**config.mk**
```make
export PLATFORM = sky130hd
export DESIGN_NAME = square_pwm_gen
export DESIGN_NICKNAME = d
export VERILOG_FILES = /design/src/rtl/square_pwm_gen.sv
export SDC_FILE = /design/constraint.sdc
export NUM_CORES = 1
export LEC_CHECK = 0
export CAP_MARGIN = 20
export CORE_MARGIN = 5
export CORE_UTILIZATION = 52
export DETAILED_ROUTE_END_ITERATION = 8
export PLACE_DENSITY = 0.87
export SYNTH_ARGS = -nofsm -noshare
export SYNTH_HDL_FRONTEND = slang
export SYNTH_SLANG_ARGS = --single-unit
```
**constraint.sdc**
```tcl
create_clock -name clk -period 2.64 [get_ports clk]
set_clock_uncertainty 0.1 [all_clocks]
set_input_delay 0.396 -clock clk [delete_from_list [all_inputs] [get_ports clk]]
set_output_delay 0.396 -clock clk [all_outputs]
set_load 0.05 [all_outputs]
```
**src/rtl/square_pwm_gen.sv**
```systemverilog
// Square/PWM generator that tracks a shared phase counter and alternates between two levels.
// Config is double-buffered and applied only at period boundaries, so the output never glitches.
module square_pwm_gen #(
  parameter int W  = 8,
  parameter int CW = 8
) (
  input  logic          clk,
  input  logic          rst,
  input  logic          en,
  input  logic [CW-1:0] count_clk,
  input  logic          cfg_load,
  input  logic [CW-1:0] duty,
  input  logic [W-1:0]  level_hi,
  input  logic [W-1:0]  level_lo,
  input  logic          invert,
  output logic [W-1:0]  out_square,
  output logic          edge_rise,
  output logic          edge_fall
);

  localparam logic [W-1:0]  MID      = {1'b1, {(W-1){1'b0}}};
  localparam logic [W-1:0]  HI_DEF   = {{(W-1){1'b1}}, 1'b0};
  localparam logic [W-1:0]  LO_DEF   = {{(W-1){1'b0}}, 1'b1};
  localparam logic [CW-1:0] DUTY_DEF = {1'b1, {(CW-1){1'b0}}};

  typedef enum logic [1:0] {IDLE, HIGH, LOW} state_t;

  state_t        state, state_nx;
  logic [CW-1:0] duty_s, duty_a, duty_n;
  logic [W-1:0]  hi_s, lo_s, hi_a, lo_a, hi_n, lo_n, hi_eff, lo_eff;
  logic          inv_s, inv_a, inv_n, inv_eff;
  logic          lvl, lvl_nx, reload;

  // A cfg_load coinciding with the boundary bypasses the shadow.
  always_comb begin
    duty_n   = cfg_load ? duty     : duty_s;
    hi_n     = cfg_load ? level_hi : hi_s;
    lo_n     = cfg_load ? level_lo : lo_s;
    inv_n    = cfg_load ? invert   : inv_s;
    reload   = 1'b0;
    state_nx = state;
    if (!en) begin
      state_nx = IDLE;
    end else if (count_clk == '0) begin
      reload   = 1'b1;
      state_nx = (duty_n == '0) ? LOW : HIGH;
    end else if (state == HIGH && count_clk == duty_a) begin
      state_nx = LOW;
    end
    hi_eff  = reload ? hi_n  : hi_a;
    lo_eff  = reload ? lo_n  : lo_a;
    inv_eff = reload ? inv_n : inv_a;
    lvl_nx  = (state_nx == HIGH) ^ inv_eff;
  end

  always_ff @(posedge clk or posedge rst) begin
    if (rst) begin
      state      <= IDLE;
      duty_s     <= DUTY_DEF;
      hi_s       <= HI_DEF;
      lo_s       <= LO_DEF;
      inv_s      <= 1'b0;
      duty_a     <= DUTY_DEF;
      hi_a       <= HI_DEF;
      lo_a       <= LO_DEF;
      inv_a      <= 1'b0;
      lvl        <= 1'b0;
      out_square <= MID;
      edge_rise  <= 1'b0;
      edge_fall  <= 1'b0;
    end else begin
      if (cfg_load) begin
        duty_s <= duty;
        hi_s   <= level_hi;
        lo_s   <= level_lo;
        inv_s  <= invert;
      end
      if (reload) begin
        duty_a <= duty_n;
        hi_a   <= hi_n;
        lo_a   <= lo_n;
        inv_a  <= inv_n;
      end
      state <= state_nx;
      lvl   <= lvl_nx;
      // Edges compare logical levels, so equal hi/lo values still pulse; IDLE never does.
      if (state_nx == IDLE) begin
        out_square <= MID;
        edge_rise  <= 1'b0;
        edge_fall  <= 1'b0;
      end else begin
        out_square <= lvl_nx ? hi_eff : lo_eff;
        edge_rise  <= (state != IDLE) && !lvl && lvl_nx;
        edge_fall  <= (state != IDLE) && lvl && !lvl_nx;
      end
    end
  end

endmodule

```
### After elaboration in Yosys (flattened, before gate mapping)

Index checks and enable logic that the tools add are counted.

* $add $sub $neg: 0
* multiply operators: 0
* divide/modulo/power cells: 0
* magnitude comparators: 0
* equality and inequality tests: 3
* shift operators: 0
* muxes and demuxes: 17
* bitwise operators: 1
* reductions and logical operators: 11

Operators with widths (count)
* two-way mux 8 bit: 7
* zero test 8 bit: 2
* equality test 8 bit: 1
* two-way mux 2 bit: 4
* two-way mux 1 bit: 6
* logical AND 1 bit: 5
* equality test 2 x 1 -> 1 bit, second input constant: 2
* zero test 1 bit: 2
* zero test 2 bit: 1
* nonzero test 2 bit: 1
* XOR 1 bit: 1

* register bits after elaboration: 63
* latch bits: 0
* memory bits (writable): 0
* bits in read-only memories: 0
* bits of input ports: 37
* memories: 0

### Logic depth before layout (Yosys ltp)

* depth in word-level cells: 10
* gate-level depth with buffers: 8

### Worst setup path after synthesis

OpenSTA, ideal clock, no wires.

* path kind: in2reg
* from: input port count_clk[4]
* to: register out_square[1]
* setup time: 0.079 ns
* arrival time: 2.025 ns
* required time: 2.461 ns
* setup slack: 0.436 ns
* stages: 8
* buffers on the path: 1
* cells stage by stage: nor4_1 -> and3_1 -> buf_4 -> mux2i_2 -> inv_2 -> nor3_4 -> o21ai_0 -> a21oi_1

* elaborated cells between the ends (all ways): 16

RTL lines
* from (decl): line 10 `input logic [CW-1:0] count_clk,`
* zero test 8 bit: line 44 `end else if (count_clk == '0) begin`
* two-way mux 1 bit: line 44
* two-way mux 1 bit: line 42 `if (!en) begin`
* two-way mux 1 bit
* named net inv_eff: line 31 `logic inv_s, inv_a, inv_n, inv_eff;`
* XOR 1 bit: line 53 `lvl_nx = (state_nx == HIGH) ^ inv_eff;`
* two-way mux 8 bit: line 92 `out_square <= lvl_nx ? hi_eff : lo_eff;`
* two-way mux 8 bit: line 87 `if (state_nx == IDLE) begin`
* to (signal assigned): line 92
* to (decl): line 16 `output logic [W-1:0] out_square,`

The timed path passes the listed nets, and every way through them passes these cells.
A chain may end at the register's enable or synchronous reset.

### Worst setup path after layout

Same ends and word-level chain as after synthesis.

==> metrics.md <==
| Metric | Value |
|---|---|
| Placed cells | `311` |
| Post-route minimum period | `2.36 ns` |
| Antenna Diode Count | `0` |
| Synth top area share | `41.2%` |
| Syn-to-layout area delta | `30.7%` |
| CP arrival | `2.52 ns` |
| Startpoint types | `primary input` |
| CTS max path bufs | `2` |
| Routed wire length | `5160 um` |
| Fin. Hold Viols | `0` |
| Crit Path Max Fanout | `9` |
| Hold Crit Class | `reg -> reg` |
| Vias in the first global route | `1847` |
| Post-Syn Area | `2680 sq um` |
| Yosys reg bits | `63` |
| Worst slew pin tran | `0.933 ns` |
| RSZ-0062 raised after global routing | `false` |
| GRT Overall Usage | `17.7%` |
| Top FF cell, synth | `dfrtp_1` |
| Initial antenna violation count | `0` |
| Clock power share | `39.7%` |
| Sequential-to-total area share from yosys stat | `59.8%` |
| Post-synth EDFFs | `0` |
| Final worst-path setup slack | `0.277 ns` |
| Cts bufs inserted | `9` |
| Area leader, netlist | `dfrtp_1` |
| Die height | `81.7 um` |
| Fmax | `0.423 GHz` |
| CTS-repair resized insts | `0` |
| First DRT Iteration DRCs | `93` |
| Most frequent cells after synthesis | `mux2_2 (48), dfrtp_1 (44), dfstp_2 (19), nand3_1 (8), xor2_1 (8)` |
| CP endpoint kind | `register` |
| Worst-path clk slew | `0.07 ns` |
| Fill cells | `364` |
| GRT Residual Overflow | `0` |
| PortBufs | `46` |
| FF/Latch Area | `1600 sq um` |
| DRC viols | `0` |
| Detailed Place HPWL | `3680 um` |
| Setup violators final | `0` |
| Largest net degree at the start of global routing | `64` |
| Flop pwr share | `50.2%` |
| Sw Pwr | `0.463 mW` |
| Die ar. | `6680 sq um` |
| Slew HR | `37.3%` |
| IO Count | `47` |
| CTS tree | `built` |
| Ratio of cells with drive above 1 in the final layout | `41.2%` |
| Most frequent cell after synthesis | `mux2_2` |
| Switching share of power | `21.9%` |
| Syn nets | `225` |
| Multi-input gate area | `1020 sq um` |
| Clock Tree Root | `clkbuf_8` |
| First-pass GRT wire length | `8710 um` |
| Pleak | `1.49 nW` |
| Net count of the finished layout | `289` |
| Pwr dens | `604 nW/um^2` |
| Non-Filler Instances | `327` |
| Overall die width | `81.7 um` |
| Maxcap violations | `0` |
| Synth cell types | `41` |
| Worst EP required | `2.79 ns` |
| Latest clock arrival within the worst-skew pair | `0.33 ns` |
| Yosys warnings | `0` |
| FP Rows | `26` |
| Slew Viols, Final | `0` |
| Kind of critical path | `in -> reg` |
| Routed vias | `1690` |
| P_int | `1.65 mW` |
| Peak VDD IR | `372 uV` |
| Place WS | `-0.0576 ns` |
| Postcts setup bufs | `0` |
| Drt first pass iters | `4` |
| Global placer's final weighted congestion | `0.825` |
| DR WL/cell | `15.8 um` |
| Vias per cell | `5.17` |
| Clk sinks | `63` |
| Routed Antenna Nets | `0` |
| Syn_area_per_cell | `14.2 sq um` |
| Initial Utilization | `53.1%` |
| Status | `complete, no violations` |
| # hold bufs at CTS | `0` |
| Ys async rst share | `100%` |
| # H-tree levels | `3` |
| Gate power share | `10.1%` |
| Core area | `5040 sq um` |
| Synth Instances | `188` |
| Final cycle utilization of the critical path | `89.5%` |
| Ranking of synthesized cells by area | `dfrtp_1 (41%), mux2_2 (20%), dfstp_2 (19%)` |
-- metal layers --
| metal | GRT usage [%] | share of wire [%] | vias up |
|---|---|---|---|
| met5 | 0 | 0 | - |
| met4 | 9.80 | 1.4 | 0 |
| met3 | 3.51 | 6.1 | 6 |
| met2 | 29.2 | 47 | 47 |
| met1 | 21.7 | 45 | 823 |
| li1 | - | - | 814 |
-- layout by cell type, fill, tap and decap left out, types with 2 or more instances in the layout --
master,count
dfrtp_1,44
nor2_1,2
o21ai_1,3
inv_2,2
nand2_1,2
a21oi_1,7
clkdlybuf4s50_1,46
mux2_2,48
clkbuf_8,11
xor2_1,8
nor4_1,6
clkbuf_1,2
o21ai_0,7
dfstp_2,19
a211oi_1,2
buf_4,12
nand3_1,8
-- kinds of logic after synthesis --
group	count (synthesis)	share of synthesized area, %
AOI/OAI and AO/OA	30	7.67
xor gates and xnor gates	9	2.95
buffers and inverters	9	1.87
DFF	63	59.8
muxes	50	21.3
and+or+nand+nor	27	6.41
-- power by group through the flow --
stage                     clock, mW  sequential [mW]  combinational, mW
after floorplan                   0             1.07              0.117
after global placement            0             1.07              0.207
after detailed placement          0             1.08              0.214
after CTS                     0.861             1.06              0.216
after global routing          0.910             1.07              0.233
final                         0.839             1.06              0.212
-- stage by stage --
step / power, mW / hold WS (ns) / instance area, sq um / utilization [%] / TNS (ns)
6_report: 2.11 / 0.336 / 3500 / 69.3 / 0
4_1_cts: 2.14 / 0.338 / 3500 / 69.3 / 0
2_1_floorplan: 1.19 / 0.312 / 2680 / - / 0
3_3_place_gp: 1.28 / 0.344 / 3290 / 65.3 / -0.0232
5_1_grt: 2.21 / 0.361 / 3500 / 69.3 / 0
3_5_place_dp: 1.29 / 0.340 / 3290 / 65.3 / -0.248
-- final timing paths --
path / startpoint / to / slack, ns / depth (start not counted)
worst min register to register: lvl$_DFF_PP0_ / edge_rise$_DFF_PP0_ / 0.34 / 1
worst max register to register: duty_a[7]$_DFFE_PP1N_ / out_square[1]$_DFF_PP0_ / 0.45 / 7
max in group asynchronous: rst / hi_a[7]$_DFF_PP1_ / 1.78 / 3
min in group asynchronous: rst / out_square[6]$_DFF_PP0_ / 0.36 / 3
worst max-delay path: count_clk[4] / out_square[1]$_DFF_PP0_ / 0.28 / 9
worst min-delay path: lvl$_DFF_PP0_ / edge_rise$_DFF_PP0_ / 0.34 / 1
-- flip-flops by register name, summed over array words and instances (netlist names) --
name        cells
lo_a            8
out_square      8
hi_s            8
inv_a           1
hi_a            8
duty_a          8
edge_fall       1
state           2
lvl             1
inv_s           1
edge_rise       1
duty_s          8
lo_s            8
-- critical path: stages --
cell and delay, ns:
clkdlybuf4s50_1 0.42, nor4_1 0.33, buf_4 0.17, and3_1 0.22
mux2i_2 0.26, inv_2 0.10, nor3_4 0.33, o21ai_0 0.13
a21oi_1 0.15
-- cell type report --
class / instances / share of cell area [%]
clock buffer: 13 / 4.55
tap: 70 / 2.51
multi-input combinational: 116 / 29.3
sequential: 63 / 45.8
timing repair buffer: 59 / 16.3
inverter: 3 / 0.322
clock inverter: 3 / 1.22
Power figures use the tool's default switching activity.
